**config.mk**
```make
export PLATFORM = sky130hd
export DESIGN_NAME = keccak_pad_feeder
export DESIGN_NICKNAME = d
export VERILOG_FILES = /design/src/rtl/cfg_types_pkg.sv /design/src/rtl/keccak_lane_pad.sv /design/src/rtl/keccak_pad_feeder.sv
export SDC_FILE = /design/constraint.sdc
export NUM_CORES = 1
export LEC_CHECK = 0
export ABC_AREA = 1
export ABC_CLOCK_PERIOD_IN_PS = 2280
export BUFFER_PORTS_ARGS = -buffer_cell sky130_fd_sc_hd__buf_4
export CORE_UTILIZATION = 40
export CTS_BUF_LIST = sky130_fd_sc_hd__clkbuf_4
export CTS_CLUSTER_SIZE = 8
export DETAILED_ROUTE_END_ITERATION = 8
export PLACE_DENSITY_LB_ADDON = 0.05
export SLEW_MARGIN = 20
export SYNTH_ARGS = -nofsm -noshare
export SYNTH_HDL_FRONTEND = slang
export SYNTH_SLANG_ARGS = --single-unit
```
**constraint.sdc**
```tcl
create_clock -name clk -period 2.28 [get_ports clk]
set_input_delay 0.114 -clock clk [delete_from_list [all_inputs] [get_ports clk]]
set_output_delay 0.114 -clock clk [all_outputs]
set_load 0.1 [all_outputs]
```
**src/rtl/cfg_types_pkg.sv**
```systemverilog
// Shared types and constants for the keccak absorb-side feeder.
// Latency: n/a (declarations only).
// Backpressure: n/a.
// Contents: feeder FSM state encoding, default rate, domain-separation bytes.
package cfg_types_pkg;

  typedef logic [1:0] feeder_state_t;

  localparam feeder_state_t FD_IDLE = 2'd0;
  localparam feeder_state_t FD_MSG  = 2'd1;
  localparam feeder_state_t FD_PAD  = 2'd2;
  localparam feeder_state_t FD_DONE = 2'd3;

  // SHAKE128 rate: 21 lanes of 64 bits = 1344 bits
  localparam int RATE_LANES_C = 21;

  localparam logic [7:0] DS_SHAKE = 8'h1F;
  localparam logic [7:0] DS_SHA3  = 8'h06;

endpackage

```
**src/rtl/keccak_lane_pad.sv**
```systemverilog
// Forms one 64-bit little-endian lane: keeps the first r message bytes, inserts the pad-start byte, sets the final pad bit.
// Latency: purely combinational.
// Backpressure: none; the caller decides when the result is registered.
// Ports: in_data (raw input lane), r (valid message bytes, 8 = full lane), pad_done (pad-start
// byte already emitted), last_lane (last lane of the final block), lane (padded result).
module keccak_lane_pad
  import cfg_types_pkg::*;
#(
  parameter logic [7:0] DS_BYTE = DS_SHAKE
) (
  input  logic [63:0] in_data,
  input  logic [3:0]  r,
  input  logic        pad_done,
  input  logic        last_lane,
  output logic [63:0] lane
);

  always_comb begin
    lane = '0;
    for (int i = 0; i < 8; i++) begin
      if (4'(i) < r) begin
        lane[8*i +: 8] = in_data[8*i +: 8];
      end else if ((4'(i) == r) && !pad_done) begin
        lane[8*i +: 8] = DS_BYTE;
      end
    end
    // Closing bit of pad10*1; may share byte 7 with the pad-start byte (1F -> 9F)
    if (last_lane) begin
      lane[63:56] = lane[63:56] | 8'h80;
    end
  end

endmodule

```
**src/rtl/keccak_pad_feeder.sv**
```systemverilog
// Absorb feeder: turns a byte-length message lane stream into pad10*1-padded, rate-sized lane blocks for keccak.
// Latency: a lane appears on din one cycle after its input is accepted; done pulses one cycle after the final transfer.
// Backpressure: buffer_full stalls the 1-deep output register; in_ready drops while it cannot be refilled.
// Ports: start/msg_len (message setup, sampled in IDLE), in_data/in_valid/in_ready (message lanes),
// din/din_valid/buffer_full/last_block (keccak side), busy/done (status).
module keccak_pad_feeder
  import cfg_types_pkg::*;
#(
  parameter int         RATE_LANES = RATE_LANES_C,
  parameter int         LEN_W      = 16,
  parameter logic [7:0] DS_BYTE    = DS_SHAKE
) (
  input  logic             clk,
  input  logic             rst_n,
  input  logic             start,
  input  logic [LEN_W-1:0] msg_len,
  input  logic [63:0]      in_data,
  input  logic             in_valid,
  output logic             in_ready,
  output logic [63:0]      din,
  output logic             din_valid,
  input  logic             buffer_full,
  output logic             last_block,
  output logic             busy,
  output logic             done
);

  localparam int                IDX_W     = $clog2(RATE_LANES);
  localparam logic [IDX_W-1:0]  LAST_IDX  = IDX_W'(RATE_LANES - 1);
  localparam logic [LEN_W:0]    BLK_BYTES = (LEN_W + 1)'(RATE_LANES * 8);
  localparam logic [LEN_W-1:0]  EIGHT     = LEN_W'(8);

  feeder_state_t    state_q, state_d;
  logic [63:0]      din_q, din_d;
  logic             din_valid_q, din_valid_d;
  logic             last_block_q, last_block_d;
  logic [IDX_W-1:0] lane_idx_q, lane_idx_d;
  logic [LEN_W-1:0] bytes_left_q, bytes_left_d;
  logic             pad_done_q, pad_done_d;
  logic             final_q, final_d;
  // Last lane of the final block is sitting in the output register
  logic             tail_q, tail_d;

  logic             slot_free;
  logic             xfer;
  logic             load;
  logic             final_now;
  logic             last_lane;
  logic [3:0]       r_nib;
  logic [63:0]      pad_lane;

  assign slot_free = !din_valid_q || !buffer_full;
  assign xfer      = din_valid_q && !buffer_full;
  // The final-block decision is taken when lane 0 of a block is loaded and held for the block
  assign final_now = (lane_idx_q == '0) ? ({1'b0, bytes_left_q} < BLK_BYTES) : final_q;
  assign last_lane = final_now && (lane_idx_q == LAST_IDX);
  assign r_nib     = (bytes_left_q >= EIGHT) ? 4'd8 : bytes_left_q[3:0];

  keccak_lane_pad #(.DS_BYTE(DS_BYTE)) u_lane_pad (
    .in_data   (in_data),
    .r         (r_nib),
    .pad_done  (pad_done_q),
    .last_lane (last_lane),
    .lane      (pad_lane)
  );

  always_comb begin
    state_d      = state_q;
    din_d        = din_q;
    din_valid_d  = din_valid_q;
    last_block_d = last_block_q;
    lane_idx_d   = lane_idx_q;
    bytes_left_d = bytes_left_q;
    pad_done_d   = pad_done_q;
    final_d      = final_q;
    tail_d       = tail_q;
    load         = 1'b0;

    if (xfer) begin
      din_valid_d = 1'b0;
    end

    case (state_q)
      FD_IDLE: begin
        if (start) begin
          bytes_left_d = msg_len;
          lane_idx_d   = '0;
          pad_done_d   = 1'b0;
          final_d      = 1'b0;
          tail_d       = 1'b0;
          last_block_d = 1'b0;
          state_d      = (msg_len == '0) ? FD_PAD : FD_MSG;
        end
      end
      FD_MSG: begin
        if (in_valid && slot_free) begin
          load = 1'b1;
          if (r_nib == 4'd8) begin
            bytes_left_d = bytes_left_q - EIGHT;
          end else begin
            bytes_left_d = '0;
            pad_done_d   = 1'b1;
          end
          if (bytes_left_d == '0) begin
            state_d = FD_PAD;
          end
        end
      end
      FD_PAD: begin
        if (!tail_q && slot_free) begin
          load       = 1'b1;
          pad_done_d = 1'b1;
        end else if (tail_q && xfer) begin
          state_d = FD_DONE;
        end
      end
      default: begin
        state_d = FD_IDLE;
      end
    endcase

    if (load) begin
      din_d        = pad_lane;
      din_valid_d  = 1'b1;
      last_block_d = final_now;
      final_d      = final_now;
      tail_d       = last_lane;
      lane_idx_d   = (lane_idx_q == LAST_IDX) ? '0 : lane_idx_q + 1'b1;
    end
  end

  always_ff @(posedge clk or negedge rst_n) begin
    if (!rst_n) begin
      state_q      <= FD_IDLE;
      din_q        <= '0;
      din_valid_q  <= 1'b0;
      last_block_q <= 1'b0;
      lane_idx_q   <= '0;
      bytes_left_q <= '0;
      pad_done_q   <= 1'b0;
      final_q      <= 1'b0;
      tail_q       <= 1'b0;
    end else begin
      state_q      <= state_d;
      din_q        <= din_d;
      din_valid_q  <= din_valid_d;
      last_block_q <= last_block_d;
      lane_idx_q   <= lane_idx_d;
      bytes_left_q <= bytes_left_d;
      pad_done_q   <= pad_done_d;
      final_q      <= final_d;
      tail_q       <= tail_d;
    end
  end

  assign in_ready   = (state_q == FD_MSG) && slot_free;
  assign din        = din_q;
  assign din_valid  = din_valid_q;
  assign last_block = last_block_q;
  assign busy       = (state_q != FD_IDLE);
  assign done       = (state_q == FD_DONE);

endmodule

```
==> qor.yml, run 1 <==
ff2ff_path_depth: 8
critPathLaunch: "state_q[0]"
fmax_ghz: 0.468
rsz0062_at_grt: "true"
drc: 0
r2r_start: "state_q[0]"
slowest_stage: "a2111oi_0"
synth_edf_count: 0
min_path_type: "in -> reg"
top_layer_used: "met4"
cp_common_cell: "o21ai_0"
grt_max_degree: 46
reg2reg_to: "pad_done_q"
clock_skew_ps: 23.5
worstSetupPathType: "reg -> reg"
vias: 4823
synth_area_per_cell_um2: 8.08
clock_path_buffers: 2
grt_pass1_wl_mm: 23.2
yosysMostFrequentCell: "nand2_1"
post-route-min-period_ps: 2140
synth_compound_area_share_pct: 14.7
drv_slew: 0
core_mm2: 0.0110
cts-root-buf: "clkbuf_4"
syn-num-nets: 660
rrSetupSlack_ps: 140
maxCapViolCount: 0
synthCells: 567
netlist_top_cells_count: "nand2_1 (140), dfrtp_1 (91), nand3_1 (64)"
io_pins: 154
port_buffers: 153
num_antenna_cells: 0
numCtsBuffers: 9
netlist.area_leader.share_pct: 49.7
relSlewSlack_pct: 51.4
die_w_um: 109
tns_ps: 0
synthArstFlopShare_pct: 100
dieArea_mm2: 0.0119
dr.pass1.iters: 4
routedLengthMet1_mm: 6.50
synth_seq_cells: 91
synthesis.area_mm2: 0.00458
synth_simple_gate_area_share_pct: 26.2
layout-drive-gt1-share_pct: 27.7
synthXorXnorAreaFrac_pct: 1.34
worstSetupEndpointType: "register"
grt_pass1_vias: 4777
cts_htree_levels: 3
drt-wirelength-per-cell_um: 15.1
arrival_ps: 2480
yosys-top-cells-area: "dfrtp_1 (50%), nand2_1 (11%), nand3_1 (7.0%)"
cp.depth: 8
cts_tree: "built"
ys.flop_type: "dfrtp_1"
postRouteAntennaNets: 0
layout.nets: 905
max_stage_delay_ps: 630
crit_family: "compound AO/OA/AOI/OAI gates"
synth_top_family_by_area: "simple AND/OR/NAND/NOR gates"
dp_hpwl_mm: 10.0
setup_viol: 0
fillers: 933
outcome: "complete, no violations"
start_util_pct: 41.7
yosysWarnings: 0
synthAdderAreaFrac_pct: 2.19
wirelength_mm: 14.4
crit_path_end: "pad_done_q"
cp-start-kind: "register"
finalHoldViolations: 0
crit_chain: "inv_1, ha_1, clkinvlp_4, nor2_1, a2111oi_0, o21ai_0, nand2_1, o21ai_0"
syn_to_final_growth_pct: 52.8
wl_met3_um: 809
drt_first_iter_violations: 258
ys_seq_area_share_pct: 49.7
grt-ovfl-total: 0
yosysTopAreaCell: "dfrtp_1"
synth_mux_area_share_pct: 0
path_max_fanout: 5
vias_per_cell: 5.04
cts.reportedPaths.clkPinSlew_ps: 140
worstSkewPairLatency_ps: 450
period_share_pct: 93.8
rows: 38
critPathBufInv: 2
grt_util_all_layers_pct: 25.3
synth.distinct_cells: 40
grt_antenna_before_repair: 0
required_ps: 2620
die_h_um: 109
tightest_slew_ps: 710
gp_congestion: 0.929
wl_met2_mm: 6.80
clock-sinks: 91
## final cells by class
cell class | instances | area (um^2) | area share, %
Timing Repair Buffer | 254 | 2160 | 30.8
Sequential cell | 91 | 2280 | 32.6
Clock inverter | 5 | 78.8 | 1.13
Inverter | 44 | 171 | 2.45
Clock buffer | 10 | 75.1 | 1.07
Tap cell | 140 | 175 | 2.50
Multi-Input combinational cell | 412 | 2060 | 29.5
## worst min-delay path by stage
stage          startpoint               to  slack, ps  cells after the start
6_report       msg_len[0]  bytes_left_q[0]         40                      3
2_1_floorplan       rst_n  bytes_left_q[0]       -180                      0
4_1_cts        msg_len[9]  bytes_left_q[9]          8                      3
3_5_place_dp        rst_n  bytes_left_q[9]         90                      1
3_3_place_gp        rst_n  bytes_left_q[9]         80                      1
5_1_grt        msg_len[0]  bytes_left_q[0]         50                      3
## routing by layer
layer	global-route usage (%)	up-vias
met5	0	-
met1	33.3	2274
met4	10.2	0
li1	-	2379
met2	41.7	142
met3	3.77	28
## sequential cells by signal (all words and copies together), names as in the netlist
| signal | flops |
|---|---|
| din | 64 |
| bytes_left_q | 16 |
| lane_idx_q | 5 |
| state_q | 2 |
| din_valid | 1 |
| final_q | 1 |
| pad_done_q | 1 |
| tail_q | 1 |
## repair_timing
action,CTS,global route
hold buffers,80,0
resized for setup,0,9
setup endpoints to repair,0,43
hold endpoints to repair,151,0
setup buffers,0,5
## metrics by stage
stage | area, um^2 | hold WS (ps) | worst slack, ps | utilization (%) | cells
floorplan | 4590 | -182 | 126 | - | 567
global placement | 5990 | 81.8 | 116 | 54.5 | 856
detailed placement | 5990 | 90.2 | 110 | 54.5 | 856
CTS | 6940 | 7.51 | 82.2 | 63.2 | 951
global route | 7000 | 49.0 | -7.22 | 63.7 | 956
finish | 7000 | 36.6 | 142 | 63.7 | 956
## kinds of logic after synthesis
family	after synthesis
xor gates and xnor gates	7
AOI/OAI and AO/OA	118
DFF	91
and+or+nand+nor	279
adders and majority gates	8
buffers and inverters	64
## tightest hold or removal path: stages
cell,delay (ps)
buf_4,90
o21ai_0,100
o22ai_1,130
## placed cells by master (no fill, tap or decap), types with 2 or more instances in the layout
cell type | netlist | routed
nand3_1 | 64 | 63
nand2_1 | 140 | 138
inv_2 | 7 | 10
nor2_1 | 55 | 52
buf_4 | 1 | 170
nand2_2 | 2 | 4
and2_1 | 2 | 2
o22ai_1 | 11 | 11
clkinv_2 | 0 | 2
nor3_1 | 3 | 3
a21oi_2 | 2 | 3
nor2_2 | 3 | 6
dlygate4sd3_1 | 0 | 80
a22oi_1 | 4 | 4
o21ai_2 | 3 | 3
bufinv_16 | 0 | 2
clkbuf_4 | 0 | 10
inv_1 | 34 | 30
a21oi_1 | 52 | 51
o21ai_1 | 3 | 3
ha_1 | 8 | 7
o211ai_1 | 2 | 2
nor2_4 | 2 | 2
nor4_1 | 4 | 4
o21ai_0 | 35 | 35
dfrtp_1 | 91 | 90
buf_12 | 0 | 4
xor2_1 | 6 | 6
clkinv_1 | 2 | 2
Power of run 1 is not shown: default switching activity piles up to over one toggle a cycle in this logic, so the estimate is an artifact.
==> inputs of run 2 (changes only) <==
ABC_CLOCK_PERIOD_IN_PS = 2050   (was 2280)
clock period = 2.05 ns   (was 2.28 ns; I/O delays follow)
==> run 2 against run 1 <==
Against the previous run:
- non-clock buffer count rose by 26
- via count rose by 3.1%
- global-route usage rose by 0.10 points
- core utilization rose by 3.0 points
- sequential share of layout area fell by 1.4 points
- clock skew rose by 1.9 ps
- register-to-register slack barely moved
- largest cell class is now buffers
==> qor.yml, run 2 (synthesis results as in run 1) <==
outcome: "complete, no violations"
multiInputGateArea_mm2: 0.00217
gp_congestion: 0.908
drt_first_iter_violations: 327
numCtsBuffers: 9
fillers: 919
cp-start-kind: "register"
grt-ovfl-total: 0
largest_reg_flops: 64
cts-root-buf: "clkbuf_4"
relSlewSlack_pct: 64.6
regArea_mm2: 0.00228
grt_pass1_vias: 4842
clock_skew_ps: 25.4
port_buffers: 153
final_core_util_pct: 66.7
drv_slew: 0
clock-sinks: 91
cts_htree_levels: 3
fmax_ghz: 0.513
setup_viol: 0
layout-drive-gt1-share_pct: 32.6
syn_to_final_growth_pct: 60.0
dp_hpwl_mm: 10.2
worstSetupPathType: "reg -> out"
layout.nets: 931
die_h_um: 109
grt_max_degree: 40
drc: 0
period_share_pct: 95.1
path_max_fanout: 15
maxCapViolCount: 0
cts.reportedPaths.clkPinSlew_ps: 140
rows: 38
clock_path_buffers: 2
io_pins: 154
cts_tree: "built"
final_common_cell: "buf_4"
dieArea_mm2: 0.0119
finalHoldViolations: 0
die_w_um: 109
start_util_pct: 41.7
grt_util_all_layers_pct: 25.4
grt_antenna_before_repair: 1
min_path_type: "in -> reg"
grt_pass1_wl_mm: 23.1
post-route-min-period_ps: 1950
dr.pass1.iters: 6
worstSkewPairLatency_ps: 480
postRouteAntennaNets: 0
wirelength_mm: 14.8
core_mm2: 0.0110
required_ps: 1950
worstSetupEndpointType: "output pin"
vias_per_cell: 5.05
arrival_ps: 1850
drt-wirelength-per-cell_um: 15.0
mostFrequentLayoutCells: "buf_4 (191), nand2_1 (132), dfrtp_1 (88)"
vias: 4971
tightest_slew_ps: 530
[run 2: final timing paths]
path,startpoint,to,slack [ps],cells after the start
max in group asynchronous,rst_n,din[36],1200,3
setup / recovery,state_q[1],in_ready,100,6
hold reg to reg,din[46],din[46],500,2
min in group asynchronous,rst_n,bytes_left_q[9],150,2
setup reg to reg,bytes_left_q[12],state_q[0],130,15
hold / removal,start,final_q,40,4
[run 2: repair_timing]
item                                   CTS  global route
resized for setup                       10            36
setup endpoints to repair               42            47
pin swaps                                5            10
buffers inserted                         3             8
cloned                                   0             1
hold buffers                            82             0
endpoints found under the hold margin  127             0
[run 2: layout make-up]
class | instances | share of cell area (%)
multi-input combinational | 412 | 29.7
clock buffer | 10 | 1.02
timing repair buffer | 280 | 32.6
clock inverter | 6 | 0.768
antenna | 2 | 0.0683
sequential | 91 | 31.1
tap | 140 | 2.39
inverter | 44 | 2.37
[run 2: worst max-delay path, cell delays in order, from the launching register on]
cell	delay, ps
dfrtp_1	450
inv_2	110
ha_2	210
inv_2	40
buf_4	190
a21oi_2	160
buf_8	210
[run 2: metrics by stage]
stage | hold WS (ps) | TNS, ps | instances | setup slack [ps] | instance area, um^2
global placement | 127 | -634 | 873 | -123 | 6130
floorplan | -193 | 0 | 567 | 24.0 | 4610
global route | 64.9 | -26.6 | 984 | -15.2 | 7320
CTS | 3.69 | 0 | 974 | 0.859 | 7140
finish | 35.4 | 0 | 985 | 99.5 | 7330
detailed placement | 123 | -472 | 873 | -96.6 | 6130
[run 2: layer usage]
metal,part of all wire (%),vias to the layer above,GRT usage [%]
met2,49,168,42.5
li1,-,2429,-
met3,6.0,18,6.22
met5,0,-,0
met1,43,2356,32.5
met4,1.5,0,7.34
Power of run 2 is left out for the same reason.
